[config.mk]
export PLATFORM = sky130hd
export DESIGN_NAME = rpn_key_cmd_unit_flat
export DESIGN_NICKNAME = d
export VERILOG_FILES = /design/src/rtl/rpn_key_cmd_unit_if.sv /design/src/rtl/rpn_key_cmd_unit.sv /design/src/flat_wrapper.sv
export SDC_FILE = /design/constraint.sdc
export NUM_CORES = 1
export LEC_CHECK = 0
export BUFFER_PORTS_ARGS = -buffer_cell sky130_fd_sc_hd__buf_2
export CORE_MARGIN = 5
export CORE_UTILIZATION = 41
export CTS_BUF_LIST = sky130_fd_sc_hd__clkbuf_4 sky130_fd_sc_hd__clkbuf_8
export DETAILED_ROUTE_END_ITERATION = 8
export GPL_ROUTABILITY_DRIVEN = 0
export GPL_TIMING_DRIVEN = 0
export PLACE_DENSITY = 0.71
export SYNTH_ARGS = -nofsm -noshare
export SYNTH_HDL_FRONTEND = slang
export SYNTH_SLANG_ARGS = --single-unit
[constraint.sdc]
create_clock -name clk -period 2.6 [get_ports clk]
set_input_delay 0.13 -clock clk [delete_from_list [all_inputs] [get_ports clk]]
set_output_delay 0.13 -clock clk [all_outputs]
set_load 0.01 [all_outputs]
[src/rtl/rpn_key_cmd_unit_if.sv]
// Command handshake between the key front-end and the RPN core.
// Master issues {op, val} under valid; slave accepts with ready.
interface rpn_key_cmd_unit_if;
    logic        cmd_valid;
    logic        cmd_ready;
    logic [3:0]  cmd_op;
    logic [15:0] cmd_val;

    modport master (
        output cmd_valid,
        output cmd_op,
        output cmd_val,
        input  cmd_ready
    );

    modport slave (
        input  cmd_valid,
        input  cmd_op,
        input  cmd_val,
        output cmd_ready
    );
endinterface

[src/rtl/rpn_key_cmd_unit.sv]
// Key front-end: sync + debounce four buttons, emit one command per press.
// Commands carry {mode, key index} and the operand switches at press time.
module rpn_key_cmd_unit #(
    parameter int DB_CYCLES = 50000,
    parameter int DB_W      = 16
) (
    input  logic                       clk,
    input  logic                       rst,
    input  logic [3:0]                 i_key_n,
    input  logic [1:0]                 i_mode,
    input  logic [15:0]                i_val,
    rpn_key_cmd_unit_if.master         cmd,
    output logic                       o_multi_key_err,
    output logic [7:0]                 o_press_count
);

    typedef enum logic [1:0] {
        IDLE,
        PEND,
        HELD
    } state_t;

    state_t      r_state;
    state_t      w_next;

    logic [3:0]  r_s1;
    logic [3:0]  r_s2;
    logic [3:0]  r_s2_prev;
    logic [3:0]  r_stable;
    logic [DB_W-1:0] r_cnt;

    logic [3:0]  r_op;
    logic [15:0] r_val;
    logic [7:0]  r_count;
    logic        r_err;

    logic        w_upd;
    logic        w_from_idle;
    logic [2:0]  w_zeros;
    logic        w_press;
    logic        w_multi;
    logic [1:0]  w_idx;
    logic        w_load;
    logic        w_xfer;

    assign w_zeros     = 3'($countones(~r_s2));
    assign w_upd       = (r_s2 != r_stable) && (r_s2 == r_s2_prev)
                         && (r_cnt == DB_W'(DB_CYCLES - 1));
    assign w_from_idle = w_upd && (r_stable == 4'hF);
    assign w_press     = w_from_idle && (w_zeros == 3'd1);
    assign w_multi     = w_from_idle && (w_zeros >= 3'd2);

    // Two-flop synchronizer on the raw buttons, plus last-cycle copy
    always_ff @(posedge clk) begin
        if (rst) begin
            r_s1      <= 4'hF;
            r_s2      <= 4'hF;
            r_s2_prev <= 4'hF;
        end else begin
            r_s1      <= i_key_n;
            r_s2      <= r_s1;
            r_s2_prev <= r_s2;
        end
    end

    // Debounce: accept s2 once it has held a new value long enough
    always_ff @(posedge clk) begin
        if (rst) begin
            r_stable <= 4'hF;
            r_cnt    <= '0;
        end else if (r_s2 == r_stable) begin
            r_cnt <= '0;
        end else if (r_s2 != r_s2_prev) begin
            r_cnt <= '0;
        end else if (w_upd) begin
            r_stable <= r_s2;
            r_cnt    <= '0;
        end else begin
            r_cnt <= r_cnt + 1'b1;
        end
    end

    // Index of the single pressed key
    always_comb begin
        w_idx = 2'd0;
        case (r_s2)
            4'b1110: w_idx = 2'd0;
            4'b1101: w_idx = 2'd1;
            4'b1011: w_idx = 2'd2;
            4'b0111: w_idx = 2'd3;
            default: w_idx = 2'd0;
        endcase
    end

    // FSM state register
    always_ff @(posedge clk) begin
        if (rst) r_state <= IDLE;
        else     r_state <= w_next;
    end

    // FSM next state; HELD with all keys up behaves as IDLE so a
    // press landing on that exact cycle is not lost
    always_comb begin
        w_next = r_state;
        w_load = 1'b0;
        w_xfer = 1'b0;
        unique case (r_state)
            IDLE, HELD: begin
                if (r_state == IDLE || r_stable == 4'hF) begin
                    w_next = IDLE;
                    if (w_press) begin
                        w_next = PEND;
                        w_load = 1'b1;
                    end else if (w_multi) begin
                        w_next = HELD;
                    end
                end
            end
            PEND: begin
                if (cmd.cmd_ready) begin
                    w_xfer = 1'b1;
                    w_next = HELD;
                end
            end
            default: w_next = IDLE;
        endcase
    end

    // Command payload, transfer counter and error pulse
    always_ff @(posedge clk) begin
        if (rst) begin
            r_op    <= '0;
            r_val   <= '0;
            r_count <= '0;
            r_err   <= 1'b0;
        end else begin
            r_err <= w_multi;
            if (w_load) begin
                r_op  <= {i_mode, w_idx};
                r_val <= i_val;
            end
            if (w_xfer) r_count <= r_count + 8'd1;
        end
    end

    assign cmd.cmd_valid   = (r_state == PEND);
    assign cmd.cmd_op      = r_op;
    assign cmd.cmd_val     = r_val;
    assign o_multi_key_err = r_err;
    assign o_press_count   = r_count;

endmodule

[src/flat_wrapper.sv]
// flat-port wrapper written by rule: the top's interface ports become plain ports
module rpn_key_cmd_unit_flat 
#(
    parameter int DB_CYCLES = 50000,
    parameter int DB_W      = 16
)
  (clk, rst, i_key_n, i_mode, i_val, o_multi_key_err, o_press_count, cmd_cmd_valid, cmd_cmd_op, cmd_cmd_val, cmd_cmd_ready);
  rpn_key_cmd_unit_if cmd_i ();
  input  logic clk;
  input  logic rst;
  input  logic [3:0] i_key_n;
  input  logic [1:0] i_mode;
  input  logic [15:0] i_val;
  output logic o_multi_key_err;
  output logic [7:0] o_press_count;
  output wire logic [$bits(cmd_i.cmd_valid)-1:0] cmd_cmd_valid;
  output wire logic [$bits(cmd_i.cmd_op)-1:0] cmd_cmd_op;
  output wire logic [$bits(cmd_i.cmd_val)-1:0] cmd_cmd_val;
  input wire logic [$bits(cmd_i.cmd_ready)-1:0] cmd_cmd_ready;
  assign cmd_cmd_valid = cmd_i.cmd_valid;
  assign cmd_cmd_op = cmd_i.cmd_op;
  assign cmd_cmd_val = cmd_i.cmd_val;
  assign cmd_i.cmd_ready = cmd_cmd_ready;
  rpn_key_cmd_unit #(.DB_CYCLES(DB_CYCLES), .DB_W(DB_W)) u_core (.clk(clk), .rst(rst), .i_key_n(i_key_n), .i_mode(i_mode), .i_val(i_val), .cmd(cmd_i), .o_multi_key_err(o_multi_key_err), .o_press_count(o_press_count));
endmodule
==> results of run 1 <==
==> flip-flops by register name, summed over array words and instances, names as in the netlist <==
name,flops
u_core.r_s2,4
u_core.cmd.cmd_val,16
u_core.cmd.cmd_op,4
u_core.r_s2_prev,4
u_core.r_state,2
u_core.r_cnt,16
u_core.r_s1,4
u_core.r_stable,4
u_core.o_press_count,8
u_core.o_multi_key_err,1
==> area by class of cell <==
| cell class | count | area (µm²) | share of cell area |
|---|---|---|---|
| buffer | 11 | 65.1 | 0.0179 |
| clock buffer | 13 | 166 | 0.0457 |
| clock inverter | 3 | 17.5 | 0.00481 |
| inverter | 13 | 48.8 | 0.0134 |
| multi-input combinational | 205 | 1550 | 0.425 |
| sequential | 63 | 1280 | 0.350 |
| tap | 96 | 120 | 0.0330 |
| timing repair buffer | 68 | 402 | 0.110 |
==> metal layers <==
metal  wire length, µm  up-vias
met5                 0        -
met4               116        0
met3               236       11
met2              2910       38
met1              2550     1023
li1                  -     1134
==> path summary, 6_finish.rpt <==
| path | endpoint | cells after the start |
|---|---|---|
| setup / recovery | u_core.cmd.cmd_op[1] | 9 |
| hold / removal | u_core.cmd.cmd_val[9] | 3 |
| setup reg to reg | u_core.cmd.cmd_op[1] | 9 |
| hold reg to reg | u_core.r_s2[0] | 1 |
==> metrics by stage <==
stage / TNS, ps / worst slack, ps / instance area, µm² / power (mW) / std cells
floorplan: 0 / 2.30 / 2900 / 1.07 / 293
global placement: -480 / -195 / 3290 / 1.10 / 443
detailed placement: -1000 / -200 / 3290 / 1.11 / 443
CTS: 0 / 9.33 / 3620 / 1.89 / 472
global route: 0 / 1.09 / 3640 / 1.95 / 472
finish: 0 / 107 / 3640 / 1.88 / 472
==> worst max-delay path, cell delays in order (launching register included) <==
cell       delay (ps)
dfxtp_4           350
inv_2              50
ha_4              240
ha_4              150
fa_1              450
nor2_2            110
nand4bb_1         170
nor4b_4           380
buf_4             170
mux2_1            300
==> placed cells by master, fill, tap and decap left out, types with 5 or more instances in the layout <==
| master | n |
|---|---|
| dfxtp_1 | 59 |
| buf_2 | 55 |
| nand2b_1 | 36 |
| nor2_1 | 30 |
| mux2i_1 | 22 |
| xnor2_1 | 15 |
| xor2_1 | 11 |
| clkbuf_8 | 11 |
| nand4_1 | 9 |
| inv_1 | 9 |
| or2_2 | 9 |
| nand2_1 | 8 |
| buf_4 | 8 |
| clkbuf_1 | 7 |
| ha_1 | 7 |
| nand3_1 | 5 |
| or3_1 | 5 |
| a21oi_1 | 5 |
==> power groups by stage <==
stage          combinational [mW]  sequential, mW  clock, mW
2_1_floorplan              0.0686            1.00          0
3_3_place_gp                0.101            1.00          0
3_5_place_dp                0.102            1.00          0
4_1_cts                     0.117           0.976      0.794
5_1_grt                     0.137           0.976      0.841
6_report                    0.121           0.976      0.778
==> kinds of logic (layout without fill, tap and decap cells) <==
family | after synthesis | count (layout) | share of synthesized area
adders and majority gates | 11 | 11 | 0.0501
buffers and inverters | 25 | 108 | 0.0432
DFF | 63 | 63 | 0.436
xor gates and xnor gates | 26 | 26 | 0.0787
muxes | 24 | 24 | 0.0851
and+or+nand+nor | 132 | 132 | 0.283
AOI/OAI and AO/OA | 12 | 12 | 0.0242
==> repair_timing <==
item | in CTS | in global routing
hold endpoints to repair | 4 | 0
hold buffers | 4 | 0
setup endpoints to repair | 21 | 20
gates resized for setup | 7 | 6
setup buffers | 10 | 0
cloned | 0 | 0
pin swaps | 6 | 6
==> qor.txt, run 1 <==
Die area: 8840 µm²
Final Hold Viols: 0
CORE AREA: 6830 µm²
Synth area leaders: dfxtp_1 (44%), nand2b_1 (7.8%), mux2i_1 (7.6%), xnor2_1 (4.5%), ha_1 (4.3%)
Worst path arrival time: 2720 ps
Gr usage total: 0.144
Fmax: 401 MHz
Clock share of power: 0.415
Die width: 94.0 µm
Port bufs: 54
Grt ovf: 0
I/O pin total: 55
WL final: 5810 µm
Unrepaired setup endpoints after global routing: false
CP endpoint kind: flop
Main synth FF type: dfxtp_1
Via Count: 2206
HPWL after detailed placement: 4080 µm
Antenna Cells: 0
Initial drt markers: 55
Vias in the first global route: 2260
Largest area contributor in the netlist: dfxtp_1
H-tree levels: 3
Clk root buf: clkbuf_8
Global-route wire length before repair: 9990 µm
TritonCTS clock tree: done
PwrDens: 515 nW/µm²
Min-delay src: i_val[9]
Clk slew on worst S/H paths: 70 ps
Area grow syn2layout: 25.9%
Final net count: 407
Met3 GRT Util: 0.0417
Clk_lat worst skew: 340 ps
Most numerous cell in the Yosys netlist: dfxtp_1
Slew Viols, Final: 0
Starting Density: 0.424
Least-Margin Pin Slew: 435 ps
Core Rows: 30
Peak supply drop: 0.000397 V
Relative slew slack: 0.710
Sw frac: 0.228
Final worst-path cycle share: 0.959
Synth top cells by count: dfxtp_1 (63), nand2b_1 (36), nor2_1 (31)
Longest Clk Path Bufs: 2
Number of fillers in the final layout: 643
GR Util met1: 0.168
Synth Cell Area: 2900 µm²
Crit-path max FO: 3
Critical path required time: 2830 ps
Net Switching: 0.427 mW
Sequential power share: 0.520
R2R setup slack: 110 ps
Fin util: 0.534
Post-synth EDFFs: 0
Worst hold path type: input port to flop
Sequential-to-total area share from yosys stat: 0.436
CTS buffer count: 9
Post-synth cell types: 41
Min Tclk post-route: 2490 ps
Syn avg cell area: 9.88 µm²
GRT Max-Usage Layer: met2
Hold slack: 40.8 ps
Clk_skew: 9.85 ps
Layout cells sized above 1: 0.301
Max Cap Viol: 0
Yosys reg bits: 63
Post-synth top area share: 0.436
Vias per cell: 4.67
Die extent in y: 94.0 µm
Async SR Flop Fraction: 0
P_int: 1.45 mW
Syn Nets: 329
Worst setup SP type: flop
DRC Markers: 0
Pin count of the biggest net entering global routing: 11
Antenna Nets Post-Route: 0
Gate power share: 0.065
Worst setup path start: u_core.r_s2[3]
Leak: 1.44 nW
# setup viols final: 0
Initial antenna violation count: 0
Status: complete, no violations
Worst reg2reg startpoint: u_core.r_s2[3]
Crit path kind: flop to flop
M2 GR Usage: 0.237
Ys Warns: 0
# clock sinks: 63
Wire length per cell: 12.3 µm
DR pass1 iterations: 4
Post-Synthesis Cells: 293
(Power assumes the default switching activity.)
==> run 2: changes to the inputs <==
--- a/config.mk
+++ b/config.mk
@@ -13,4 +13,5 @@
 export GPL_ROUTABILITY_DRIVEN = 0
 export GPL_TIMING_DRIVEN = 0
+export HOLD_SLACK_MARGIN = 0.05
 export PLACE_DENSITY = 0.71
 export SYNTH_ARGS = -nofsm -noshare
==> constraint.sdc (replaced) <==
create_clock -name clk -period 2.6 [get_ports clk]
set_input_delay 0.26 -clock clk [delete_from_list [all_inputs] [get_ports clk]]
set_output_delay 0.26 -clock clk [all_outputs]
set_load 0.01 [all_outputs]
==> run 2 against run 1 <==
- cell count shrank 0.85%
- global-route usage shrank 0.19 points
- clock skew is essentially flat
- sequential cell count is the same
- cell area shrank 1.1%
- die area is the same
- clock power is essentially flat
- core utilization shrank 0.59 points
- combinational power shrank 3%
- critical endpoint unchanged
- largest cell class unchanged
- highest routed layer unchanged
==> qor.txt, run 2 (same netlist as run 1, synthesis figures left out) <==
Fmax: 401 MHz
CP endpoint kind: flop
Layout Cells excl Fill: 468
Commonest non-fill, non-tap cell in the layout: dfxtp_1
Dpl cells: 443
Least-Margin Pin Slew: 435 ps
Area of the multi-input gates: 1550 µm²
Clk slew on worst S/H paths: 60 ps
I/O pin total: 55
Slew Viols, Final: 0
Worst hold path type: input port to flop
Final net count: 403
CORE AREA: 6830 µm²
Die area: 8840 µm²
Wire length per cell: 12.3 µm
Clk_lat worst skew: 340 ps
Initial drt markers: 66
Vias per cell: 4.67
Final Hold Viols: 0
PwrDens: 519 nW/µm²
DR pass1 iterations: 4
Via Count: 2184
Quantity of hold-fixing buffers added after cts: 0
PnR worst setup slack: 107 ps
Final worst-path cycle share: 0.959
Clk root buf: clkbuf_8
Number of fillers in the final layout: 648
CTS buffer count: 9
TritonCTS clock tree: done
Longest Clk Path Bufs: 2
Design Power: 1.87 mW
H-tree levels: 3
Crit-path max FO: 3
Antenna Nets Post-Route: 0
Die extent in y: 94.0 µm
Vias in the first global route: 2229
Grt ovf: 0
Storage cell area: 1280 µm²
Min Tclk post-route: 2490 ps
Relative slew slack: 0.710
Port bufs: 54
Starting Density: 0.424
HPWL after detailed placement: 4080 µm
Worst path arrival time: 2720 ps
Pin count of the biggest net entering global routing: 11
Core Rows: 30
Status: complete, no violations
Layout cells sized above 1: 0.304
Die width: 94.0 µm
Area grow syn2layout: 24.5%
# setup viols final: 0
Initial antenna violation count: 0
Unrepaired setup endpoints after global routing: false
Worst setup SP type: flop
Place WS: -200 ps
DRC Markers: 0
Max Cap Viol: 0
Clk_skew: 9.97 ps
Critical path required time: 2830 ps
Gr usage total: 0.142
Leak: 1.43 nW
Commonest non-fill, non-tap cells in the layout: dfxtp_1 (59), buf_2 (55), nand2b_1 (36)
# clock sinks: 63
Peak supply drop: 0.000397 V
Crit path kind: flop to flop
Global-route wire length before repair: 9850 µm
Antenna Cells: 0
Fin util: 0.528
WL final: 5780 µm
## run 2: cell types whose count changed in the layout (fill, tap and decap cells not counted)
cell           change
dlygate4sd3_1      -4
## run 2: metrics by stage
stage	TNS [ps]	cell area [µm²]	hold slack, ps
2_1_floorplan	0	2900	364
3_3_place_gp	-480	3290	393
3_5_place_dp	-1000	3290	394
4_1_cts	0	3580	85.0
5_1_grt	0	3600	92.0
6_report	0	3600	98.4
## run 2: what timing repair did
action                                  4_1_cts  5_1_grt
pin swaps                                     6        6
setup buffers                                10        0
endpoints found under the hold margin         0        0
endpoints found under the setup margin       21       20
gates resized for setup                       7        6
## run 2: cell type report
cell class                      instances  share of cell area
Sequential cell                        63               0.354
Clock buffer                           13              0.0462
Multi-Input combinational cell        205               0.430
Timing Repair Buffer                   64               0.100
Inverter                               13              0.0135
Buffer                                 11              0.0180
Tap cell                               96              0.0333
Clock inverter                          3             0.00486
## run 2: worst max-delay path, cell delays in order, from the launching register on
cell	delay, ps
dfxtp_4	350
inv_2	50
ha_4	240
ha_4	150
fa_1	450
nor2_2	110
nand4bb_1	170
nor4b_4	380
buf_4	170
mux2_1	300
## run 2: worst paths after layout
path | start | endpoint | slack [ps] | depth (start not counted)
setup / recovery | u_core.r_s2[3] | u_core.cmd.cmd_op[1] | 110 | 9
hold / removal | i_key_n[2] | u_core.r_s1[2] | 100 | 2
setup reg to reg | u_core.r_s2[3] | u_core.cmd.cmd_op[1] | 110 | 9
hold reg to reg | u_core.r_s1[0] | u_core.r_s2[0] | 410 | 1
## run 2: layer usage
metal / GRT usage / wire length [µm] / up-vias / part of all wire
met5: 0 / 0 / - / 0
met4: 0.0746 / 116 / 0 / 0.020
met3: 0.0417 / 231 / 11 / 0.040
met2: 0.234 / 2890 / 38 / 0.50
met1: 0.165 / 2540 / 1010 / 0.44
li1: - / - / 1125 / -
## run 2: where the power goes
part	internal, mW	total [mW]	leakage [nW]	switching (mW)
clock	0.416	0.777	0.0963	0.361
combinational	0.0576	0.117	0.820	0.0591
sequential	0.971	0.976	0.510	0.00496
total	1.44	1.87	1.43	0.425
==> run 3: changes to the inputs <==
Settings changed: CORE_MARGIN 5 to not set, RECOVER_POWER set to 100, SKIP_LAST_GASP set to 1.
==> run 3 against run 2 <==
- clock skew is 1.0 ps lower
- fmax is 2.1% lower
- cell count is 0.21% higher
- cell area is 0.66% higher
- critical path type unchanged
- largest cell class unchanged
- hold slack worse by 1.6 ps
- combinational power hardly changed
- largest power group is now clock
- routed wire length is 2.6% higher
==> qor.txt, run 3 (same netlist as run 1, synthesis figures left out) <==
Clk slew on worst S/H paths: 70 ps
Via Count: 2250
Commonest non-fill, non-tap cell in the layout: dfxtp_1
Gr usage total: 0.168
Quantity of hold-fixing buffers added after cts: 0
Max Cap Viol: 0
Sw frac: 0.210
Die width: 86.0 µm
Initial antenna violation count: 0
CP endpoint kind: flop
WL final: 5930 µm
Gate power share: 0.056
M2 GR Usage: 0.293
Final net count: 404
P_int: 1.64 mW
GR Util met1: 0.183
Vias in the first global route: 2177
Min Tclk post-route: 2550 ps
Slew Viols, Final: 0
DR pass1 iterations: 4
TritonCTS clock tree: done
Vias per cell: 4.80
CORE AREA: 6790 µm²
Clock share of power: 0.473
Clk_skew: 8.93 ps
Area of the multi-input gates: 1530 µm²
Worst setup SP type: flop
Worst path arrival time: 2780 ps
Net Switching: 0.436 mW
# clock sinks: 63
Sequential power share: 0.471
DRC Markers: 0
Peak supply drop: 0.000313 V
Met3 GRT Util: 0.0587
Clk root buf: clkbuf_8
Layout cells sized above 1: 0.217
Status: complete, no violations
Clk_lat worst skew: 340 ps
I/O pin total: 55
Pin count of the biggest net entering global routing: 11
Critical path required time: 2830 ps
Crit path kind: flop to flop
Core Rows: 30
Hold slack: 96.7 ps
Worst hold path type: input port to flop
Crit-path max FO: 4
CTS buffer count: 9
Die area: 7400 µm²
Commonest non-fill, non-tap cells in the layout: dfxtp_1 (59), clkbuf_1 (39), nand2b_1 (36)
Wire length per cell: 12.6 µm
Leak: 1.32 nW
Final worst-path cycle share: 0.979
Port bufs: 54
Initial drt markers: 80
Global-route wire length before repair: 9670 µm
Area grow syn2layout: 25.3%
Longest Clk Path Bufs: 2
Antenna Nets Post-Route: 0
Storage cell area: 1280 µm²
Starting Density: 0.426
Unrepaired setup endpoints after global routing: true
PwrDens: 572 nW/µm²
R2R setup slack: 50 ps
Final Hold Viols: 0
Grt ovf: 0
Fmax: 393 MHz
HPWL after detailed placement: 3920 µm
Number of fillers in the final layout: 630
Relative slew slack: 0.633
Design Power: 2.07 mW
Die extent in y: 86.0 µm
GRT Max-Usage Layer: met2
H-tree levels: 3
Least-Margin Pin Slew: 545 ps
# setup viols final: 0
Antenna Cells: 0
[run 3: cell type report]
cell class,count,share of cell area
clock buffer,13,0.0459
timing repair buffer,64,0.0938
sequential,63,0.352
multi-input combinational,205,0.422
inverter,13,0.0141
buffer,12,0.0214
clock inverter,3,0.0179
tap,96,0.0331
[run 3: timing repair]
action / in CTS / in global routing
endpoints found under the setup margin: 21 / 21
pin swaps: 3 / 7
setup buffers: 8 / 1
resized for setup: 8 / 9
hold endpoints to repair: 0 / 0
cloned: 0 / 1
[run 3: layer usage]
| metal | vias up | wire length, µm |
|---|---|---|
| li1 | 1125 | - |
| met1 | 1073 | 2600 |
| met2 | 39 | 3020 |
| met3 | 13 | 195 |
| met4 | 0 | 108 |
| met5 | - | 0 |
[run 3: critical path, cell delays in order, from the launching register on]
cell and delay [ps]:
dfxtp_4 370, inv_4 40, ha_4 240, ha_4 160, fa_1 480, nor2_2 120, nand4bb_1 190, nor4b_4 370
buf_6 180, mux2_4 300
[run 3: stage by stage]
step	utilization	setup slack (ps)	cell area [µm²]	std cells	TNS [ps]
6_report	0.534	53.9	3630	469	0
5_1_grt	0.534	-62.1	3630	469	-819
4_1_cts	0.533	-5.32	3620	467	-10.5
3_5_place_dp	0.485	-264	3290	443	-2150
3_3_place_gp	0.485	-188	3290	443	-413
2_1_floorplan	-	2.30	2900	293	0
[run 3: worst paths after layout]
| kind | end | cells past startpoint | from |
|---|---|---|---|
| worst max-delay path | u_core.cmd.cmd_op[0] | 9 | u_core.r_s2[3] |
| worst max register to register | u_core.cmd.cmd_op[0] | 9 | u_core.r_s2[3] |
| worst min-delay path | u_core.r_s1[3] | 2 | i_key_n[3] |
| worst min register to register | u_core.r_s2[2] | 1 | u_core.r_s1[2] |
[run 3: power groups by stage]
stage / Combinational, mW / Sequential (mW) / Clock [mW]
global route: 0.128 / 0.977 / 1.04
detailed placement: 0.103 / 1.00 / 0
floorplan: 0.0686 / 1.00 / 0
global placement: 0.101 / 1.00 / 0
finish: 0.116 / 0.977 / 0.982
CTS: 0.113 / 0.976 / 0.996
